### config.mk
export PLATFORM = sky130hd
export DESIGN_NAME = wb_arbiter
export DESIGN_NICKNAME = d
export VERILOG_FILES = /design/src/rtl/wb_arbiter_pkg.sv /design/src/rtl/rr_arbiter.sv /design/src/rtl/wb_arbiter.sv
export SDC_FILE = /design/constraint.sdc
export NUM_CORES = 1
export LEC_CHECK = 0
export ABC_CLOCK_PERIOD_IN_PS = 2640
export BUFFER_PORTS_ARGS = -buffer_cell sky130_fd_sc_hd__clkbuf_2
export CORE_UTILIZATION = 41
export CTS_BUF_LIST = sky130_fd_sc_hd__clkbuf_4 sky130_fd_sc_hd__clkbuf_8 sky130_fd_sc_hd__clkbuf_16
export CTS_CLUSTER_DIAMETER = 100
export DETAILED_ROUTE_END_ITERATION = 6
export GPL_TIMING_DRIVEN = 0
export PLACE_DENSITY = 0.81
export SETUP_SLACK_MARGIN = 0.02
export SKIP_LAST_GASP = 1
export SYNTH_ARGS = -nofsm -noshare
export SYNTH_HDL_FRONTEND = slang
export SYNTH_SLANG_ARGS = --single-unit
### constraint.sdc
create_clock -name clk -period 2.64 [get_ports clk]
set_input_delay 0.396 -clock clk [delete_from_list [all_inputs] [get_ports clk]]
set_output_delay 0.396 -clock clk [all_outputs]
set_load 0.02 [all_outputs]
### src/rtl/wb_arbiter_pkg.sv
// wb_arbiter_pkg: shared register-file geometry used by the writeback stage
package wb_arbiter_pkg;
    localparam int LEN_REG     = 32;
    localparam int N_REG       = 16;
    localparam int LEN_REG_IDX = 4;
endpackage

### src/rtl/rr_arbiter.sv
// rr_arbiter: combinational round-robin grant, scanning from ptr upward with wrap
module rr_arbiter #(
    parameter int N = 3,
    parameter int W = (N > 1) ? $clog2(N) : 1
) (
    input  logic [N-1:0] req,
    input  logic [W-1:0] ptr,
    output logic [N-1:0] gnt,
    output logic [W-1:0] idx
);
    logic [N-1:0] rot;
    logic [N-1:0] first;
    // rotate so ptr sits at bit 0, keep the lowest request, rotate back
    always_comb begin
        rot   = N'({req, req} >> ptr);
        first = rot & (-rot);
        gnt   = N'(({first, first} << ptr) >> N);
        idx   = '0;
        for (int i = 0; i < N; i++)
            idx = gnt[i] ? W'(i) : idx;
    end
endmodule

### src/rtl/wb_arbiter.sv
// wb_arbiter: round-robin writeback arbiter driving register-file cells (optional WB_ARBITER_PERF_EN stall counter)
module wb_arbiter
    import wb_arbiter_pkg::*;
#(
    parameter int P_LEN_REG     = LEN_REG,
    parameter int P_N_REG       = N_REG,
    parameter int P_LEN_REG_IDX = LEN_REG_IDX,
    parameter int N_SRC         = 3
) (
    input  logic                             clk,
    input  logic                             rst,
    input  logic [N_SRC-1:0]                 src_valid_i,
    input  logic [N_SRC*P_LEN_REG_IDX-1:0]   src_dst_i,
    input  logic [N_SRC*P_LEN_REG-1:0]       src_data_i,
    output logic [N_SRC-1:0]                 src_ready_o,
    output logic [P_N_REG-1:0]               wb_o,
    output logic [P_LEN_REG-1:0]             wb_data_o,
    output logic                             wb_valid_o,
    output logic [P_LEN_REG_IDX-1:0]         wb_dst_o,
    output logic                             err_o
`ifdef WB_ARBITER_PERF_EN
    ,
    output logic [31:0]                      perf_stall_o
`endif
);
    localparam int PW = (N_SRC > 1) ? $clog2(N_SRC) : 1;

    logic [PW-1:0]            ptr;
    logic [PW-1:0]            gnt_idx;
    logic [PW-1:0]            ptr_nxt;
    logic [N_SRC-1:0]         gnt;
    logic                     any;
    logic [P_LEN_REG_IDX-1:0] sel_dst;
    logic [P_LEN_REG-1:0]     sel_data;
    logic [P_N_REG-1:0]       dec;

    rr_arbiter #(.N(N_SRC), .W(PW)) u_rr (
        .req (src_valid_i),
        .ptr (ptr),
        .gnt (gnt),
        .idx (gnt_idx)
    );

    assign src_ready_o = rst ? gnt : '0;
    assign any         = |src_ready_o;
    assign ptr_nxt     = (gnt_idx == PW'(N_SRC - 1)) ? '0 : gnt_idx + 1'b1;

    // select the granted source's payload and decode its destination
    always_comb begin
        sel_dst  = '0;
        sel_data = '0;
        dec      = '0;
        for (int i = 0; i < N_SRC; i++) begin
            sel_dst  = gnt[i] ? src_dst_i[i*P_LEN_REG_IDX +: P_LEN_REG_IDX] : sel_dst;
            sel_data = gnt[i] ? src_data_i[i*P_LEN_REG +: P_LEN_REG] : sel_data;
        end
        for (int i = 0; i < P_N_REG; i++)
            dec[i] = (sel_dst == P_LEN_REG_IDX'(i));
    end

    // pointer, registered writeback presentation and sticky range error
    always_ff @(posedge clk) begin
        if (!rst) begin
            ptr        <= '0;
            wb_o       <= '0;
            wb_data_o  <= '0;
            wb_valid_o <= 1'b0;
            wb_dst_o   <= '0;
            err_o      <= 1'b0;
        end else begin
            wb_valid_o <= any;
            wb_o       <= any ? dec : '0;
            if (any) begin
                ptr       <= ptr_nxt;
                wb_dst_o  <= sel_dst;
                wb_data_o <= sel_data;
            end
            if (any && dec == '0)
                err_o <= 1'b1;
        end
    end

`ifdef WB_ARBITER_PERF_EN
    // saturating count of cycles where some valid source waits
    always_ff @(posedge clk) begin
        if (!rst)
            perf_stall_o <= '0;
        else if ($countones(src_valid_i) >= 2 && perf_stall_o != '1)
            perf_stall_o <= perf_stall_o + 1'b1;
    end
`endif
endmodule

Word level (Yosys, flattened, before mapping)

Index checks and enable logic that the tools add are counted.

Flip-flop bits (word level): 56
Logic and storage cells: 42

Add/sub/neg operators: 2
Equality and inequality tests: 16
Shift operators: 2
Mux-type cells: 10
Bitwise operators: 1
Reduce and logical (&&, ||, !) cells: 5

Operator list:

| kind                                                                  | count |
|---|---|
| 32-bit 2-to-1 mux                                                     | 3 |
| 4-bit equality test, second input constant                            | 8 |
| 4-bit by 3-bit equality test with 1-bit output, second input constant | 4 |
| 16-bit zero test                                                      | 1 |
| 4-bit 2-to-1 mux                                                      | 3 |
| 4-bit by 2-bit equality test with 1-bit output, second input constant | 2 |
| 6-bit by 2-bit left shift with 6-bit output                           | 1 |
| 6-bit by 2-bit >> shifter with 3-bit output                           | 1 |
| 4-bit by 1-bit equality test with 1-bit output, second input constant | 1 |
| 4-bit zero test                                                       | 1 |
| 2-bit 2-to-1 mux                                                      | 2 |
| 3-bit AND                                                             | 1 |
| 3-bit 2-to-1 mux                                                      | 1 |
| 3-bit negator                                                         | 1 |
| 3-bit OR reduction                                                    | 1 |
| 2-bit by 1-bit adder with 2-bit output, second input constant         | 1 |
| 2-bit equality test, second input constant                            | 1 |
| 2-bit AND reduction                                                   | 1 |
| 1-bit logical AND                                                     | 1 |
| 1-bit 2-to-1 mux                                                      | 1 |

Logic depth before layout (Yosys ltp)

Word-level depth: 10
Gate-level depth with buffers: 7
Mapped depth without buffers: 5

Cells and area by module

A second synthesis with hierarchy kept.

Cell total of the unflattened synthesis: 285
Area, all modules: 2635.0 um2

Modules (own cells, without submodules):

| module     | times used | cells each | area an instance (um2) | sequential area each (um2) |
|---|---|---|---|---|
| wb_arbiter | 1          | 273        | 2537.4                 | 1121.1 |
| rr_arbiter | 1          | 12         | 97.6                   | 0.0 |

Worst setup path before layout

No wires, ideal clock.

Path kind: input-to-reg
Start point: input port src_valid_i[2]
End point: register wb_o[1]
Arrival: 2.045 ns
Path slack: 0.529 ns
Stages: 7
Path buffers: 2
Cell sequence: buf_4 nor2_1 o211a_1 buf_6 a222oi_1 nor4b_4 nor2b_1

Longest elaborated chain between the ends: 8
Elaborated cells on any way between the ends: 11

RTL lines:

| what                                           | RTL line         | RTL |
|---|---|---|
| start, declared                                | wb_arbiter.sv:12 | `input logic [N_SRC-1:0] src_valid_i,` |
| 6-bit by 2-bit >> shifter with 3-bit output *  | rr_arbiter.sv:15 | `rot = N'({req, req} >> ptr);` |
| 3-bit negator                                  | rr_arbiter.sv:16 | `first = rot & (-rot);` |
| 3-bit AND *                                    | rr_arbiter.sv:16 |  |
| 6-bit by 2-bit left shift with 6-bit output *  | rr_arbiter.sv:17 | `gnt = N'(({first, first} << ptr) >> N);` |
| 4-bit 2-to-1 mux (3 in a row)                  | wb_arbiter.sv:54 | `sel_dst = gnt[i] ? src_dst_i[i*P_LEN_REG_IDX +: P_LEN_REG_IDX] : sel_dst;` |
| 4-bit by 1-bit equality test with 1-bit output | wb_arbiter.sv:58 | `dec[i] = (sel_dst == P_LEN_REG_IDX'(i));` |
| end signal, assigned                           | wb_arbiter.sv:72 | `wb_o <= any ? dec : '0;` |
| end, declared                                  | wb_arbiter.sv:16 | `output logic [P_N_REG-1:0] wb_o,` |

Every way passes the cells marked *; elsewhere a longest branch is shown, timed or not.
A chain may end at the register's enable or synchronous reset.

Worst setup path after layout

Start point: register ptr[0]
End point: output port src_ready_o[0]

Longest elaborated chain between the ends: 5

RTL lines:

| what                                          | RTL line         | RTL |
|---|---|---|
| start, declared                               | wb_arbiter.sv:28 | `logic [PW-1:0] ptr;` |
| start signal, assigned                        | wb_arbiter.sv:74 | `ptr <= ptr_nxt;` |
| 6-bit by 2-bit >> shifter with 3-bit output   | rr_arbiter.sv:15 |  |
| 3-bit negator                                 | rr_arbiter.sv:16 |  |
| 3-bit AND                                     | rr_arbiter.sv:16 |  |
| 6-bit by 2-bit left shift with 6-bit output * | rr_arbiter.sv:17 |  |
| 3-bit 2-to-1 mux *                            | wb_arbiter.sv:44 | `assign src_ready_o = rst ? gnt : '0;` |
| end, declared                                 | wb_arbiter.sv:15 | `output logic [N_SRC-1:0] src_ready_o,` |

Marked as above.

==> summary.txt <==
CTS
  • CTS Hold Bufs: 0
  • CTS buffer count: 5
  • Clock sinks: 56
  • Reg clk slew, reported paths: 0.10 ns
  • TritonCTS clock tree: done
  • Clk_lat worst skew: 0.31 ns
  • Clock H-tree levels: 2
  • Longest Clk Path Bufs: 2
  • Root Driver: clkbuf_8

GRT
  • Number of antenna violations at the first check in global routing: 0
  • Vias in the first global route: 2519
  • Total track usage: 24.1%
  • Largest net degree at the start of global routing: 18
  • Global route overflow: 0
  • First-pass GRT wire length: 11600 um

Layout
  • Share of cells above drive strength 1: 43.2%
  • Leading cell type in the layout, fill and taps excluded: clkbuf_2
  • Reg area: 0.00112 mm2
  • Area delta synth->final: 44.0%
  • Area of the multi-input gates: 0.00110 mm2
  • Antenna Cells: 0
  • Most frequent cells in the layout: clkbuf_2 (166), dfxtp_1 (56), a21oi_1 (38)
  • Fill count: 527
  • Fin area: 0.00341 mm2
  • # nets final: 543

Drt
  • Vias per cell: 5.54
  • Total wire length: 7430 um
  • Antenna-violating nets left: 0
  • Remaining DRCs: 5
  • Via Count: 2786
  • Routed len/inst: 14.8 um
  • Drt first pass iters: 7
  • Initial drt markers: 194

Die
  • Initial core utilization: 42.7%
  • Total core area: 0.00554 mm2
  • Cell Rows: 27
  • Die ar.: 0.00608 mm2
  • Ports: 170
  • Die extent in y: 77.9 um
  • Die W: 77.9 um

Logic synthesis
  • Main synth FF type: dfxtp_1
  • Cells after synthesis: 254
  • Post-synthesis sequential area ratio: 47.4%
  • Synthesized area: 0.00236 mm2
  • Mean post-synth cell area: 9.31 um2
  • Ys Warns: 0
  • Synth cell types: 38
  • Seq cells post-synth: 56
  • Mapped Nets: 367
  • EDFF count, synth: 0
  • Ys async rst share: 0%

Placed design
  • Dpl hpwl: 5760 um
  • I/O Buffers: 166
  • GPL Wtd Cong: 0.866
  • Post-Place Cell Area: 0.00329 mm2

Power
  • Pwr/cell area: 570 mW/mm2
  • Combinational power share: 26.4%
  • NetSw: 0.000604 W
  • Register share of total power: 48.3%
  • Switching share of power: 31.1%
  • Pleak: 1.61 nW
  • Peak supply drop: 223 uV
  • Clock power share: 25.4%
  • Total power: 0.00194 W
  • Internal power: 0.00134 W

Worst setup path
  • Cell Chain, Critical Path: buf_4, nand3b_1, o211a_1, buf_6, clkbuf_1, and2_1, clkbuf_2
  • Startpoint Class: flop
  • Crit-path max cell delay: 0.32 ns
  • Worst EP arrival: 1.91 ns
  • CP max stage cell: dfxtp_1
  • CP required: 2.24 ns
  • Worst Setup End Kind: output pin
  • Critical path peak fanout: 10
  • Kind of critical path: flop to output pin

Timing
  • Worst slew margin: 50.7%
  • Final setup viols: 0
  • Max Slew Vio Count: 0
  • Unrepaired setup endpoints after global routing: no
  • Fin Setup TNS: 0 ns
  • Tightest Pin Transition: 0.734 ns
  • Max Freq: 433 MHz
  • Final hold vios: 0
  • Hold Slack: 0.385 ns
  • Final min period: 2.31 ns
  • Clock skew: 0.00877 ns
  • Final worst-path cycle share: 87.5%

Hold path
  • Hold Path Class: input pin to flop

Job
  • Max-Cap Viols: 0

Status
  • Failing checks: design-rule violations
  • Status: finished, violations left
-- power by group through the flow --
stage	sequential (W)	combinational, W	clock [W]
2_1_floorplan	0.00103	0.000223	0
3_3_place_gp	0.000954	0.000492	0
3_5_place_dp	0.000956	0.000500	0
4_1_cts	0.000937	0.000501	0.000502
5_1_grt	0.000945	0.000558	0.000533
6_report	0.000937	0.000512	0.000492
-- metal layers --
| metal | track usage (%) | wire length [um] | vias to the layer above |
|---|---|---|---|
| met2 | 43.0 | 3690 | 136 |
| li1 | - | - | 1346 |
| met4 | 8.33 | 168 | 0 |
| met1 | 28.6 | 3120 | 1288 |
| met5 | 0 | 0 | - |
| met3 | 4.82 | 441 | 16 |
-- layout make-up --
class	instances	area share [%]
well taps	72	2.65
inverters	4	0.441
clock inverters	2	0.441
repair buffers	169	25.1
clock buffers	6	2.42
plain buffers	27	3.78
multi-input cells	167	32.3
flip-flops and latches	56	32.9
-- synth_stat cells, drive strengths merged (3+ instances only) --
library cell  count  share of area, %
and2              6               1.6
a21oi            38               8.0
o21ai            34               7.2
nor2b             6               1.6
a222oi           33                14
buf               7               2.3
nor3              6               1.3
inv               4              0.63
nand3b            3              0.95
nor2             11               1.7
clkbuf           20               3.2
nand2             6              0.95
dfxtp            56                47
-- what timing repair did --
item,in CTS,in global routing
buffers inserted,0,3
hold endpoints to repair,0,0
gates resized for setup,0,0
endpoints found under the setup margin,0,4
-- worst paths after layout --
kind / cells after the start / to / slack, ns / from
setup / recovery: 7 / src_ready_o[0] / 0.33 / ptr[0]
setup reg to reg: 6 / wb_o[6] / 0.50 / ptr[0]
hold / removal: 3 / wb_data_o[12] / 0.39 / src_data_i[76]
hold reg to reg: 1 / err_o / 0.49 / err_o
-- cells by family after synthesis --
family          share of synthesized area (%)
simple gates                             12.2
flops                                    47.4
compound gates                           34.3
buf+inv                                  6.08
-- per-stage QoR --
| stage | setup slack [ns] | utilization [%] | std cells |
|---|---|---|---|
| 2_1_floorplan | 0.529 | - | 254 |
| 3_3_place_gp | 0.136 | 59.3 | 492 |
| 3_5_place_dp | 0.0550 | 59.3 | 492 |
| 4_1_cts | 0.169 | 61.1 | 500 |
| 5_1_grt | 0.215 | 61.5 | 503 |
| 6_report | 0.330 | 61.5 | 503 |
-- flip-flops by register name, summed over array words and instances (netlist names) --
name,flops
ptr,2
wb_dst_o,4
wb_o,16
wb_valid_o,1
err_o,1
wb_data_o,32
-- critical path: cells and delay by family (launching register included) --
kind,cells,cell delay [ns]
buffers and inverters,4,0.77
AOI/OAI and AO/OA,1,0.17
DFF,1,0.32
and+or+nand+nor,2,0.34
Power figures use the tool's default switching activity.
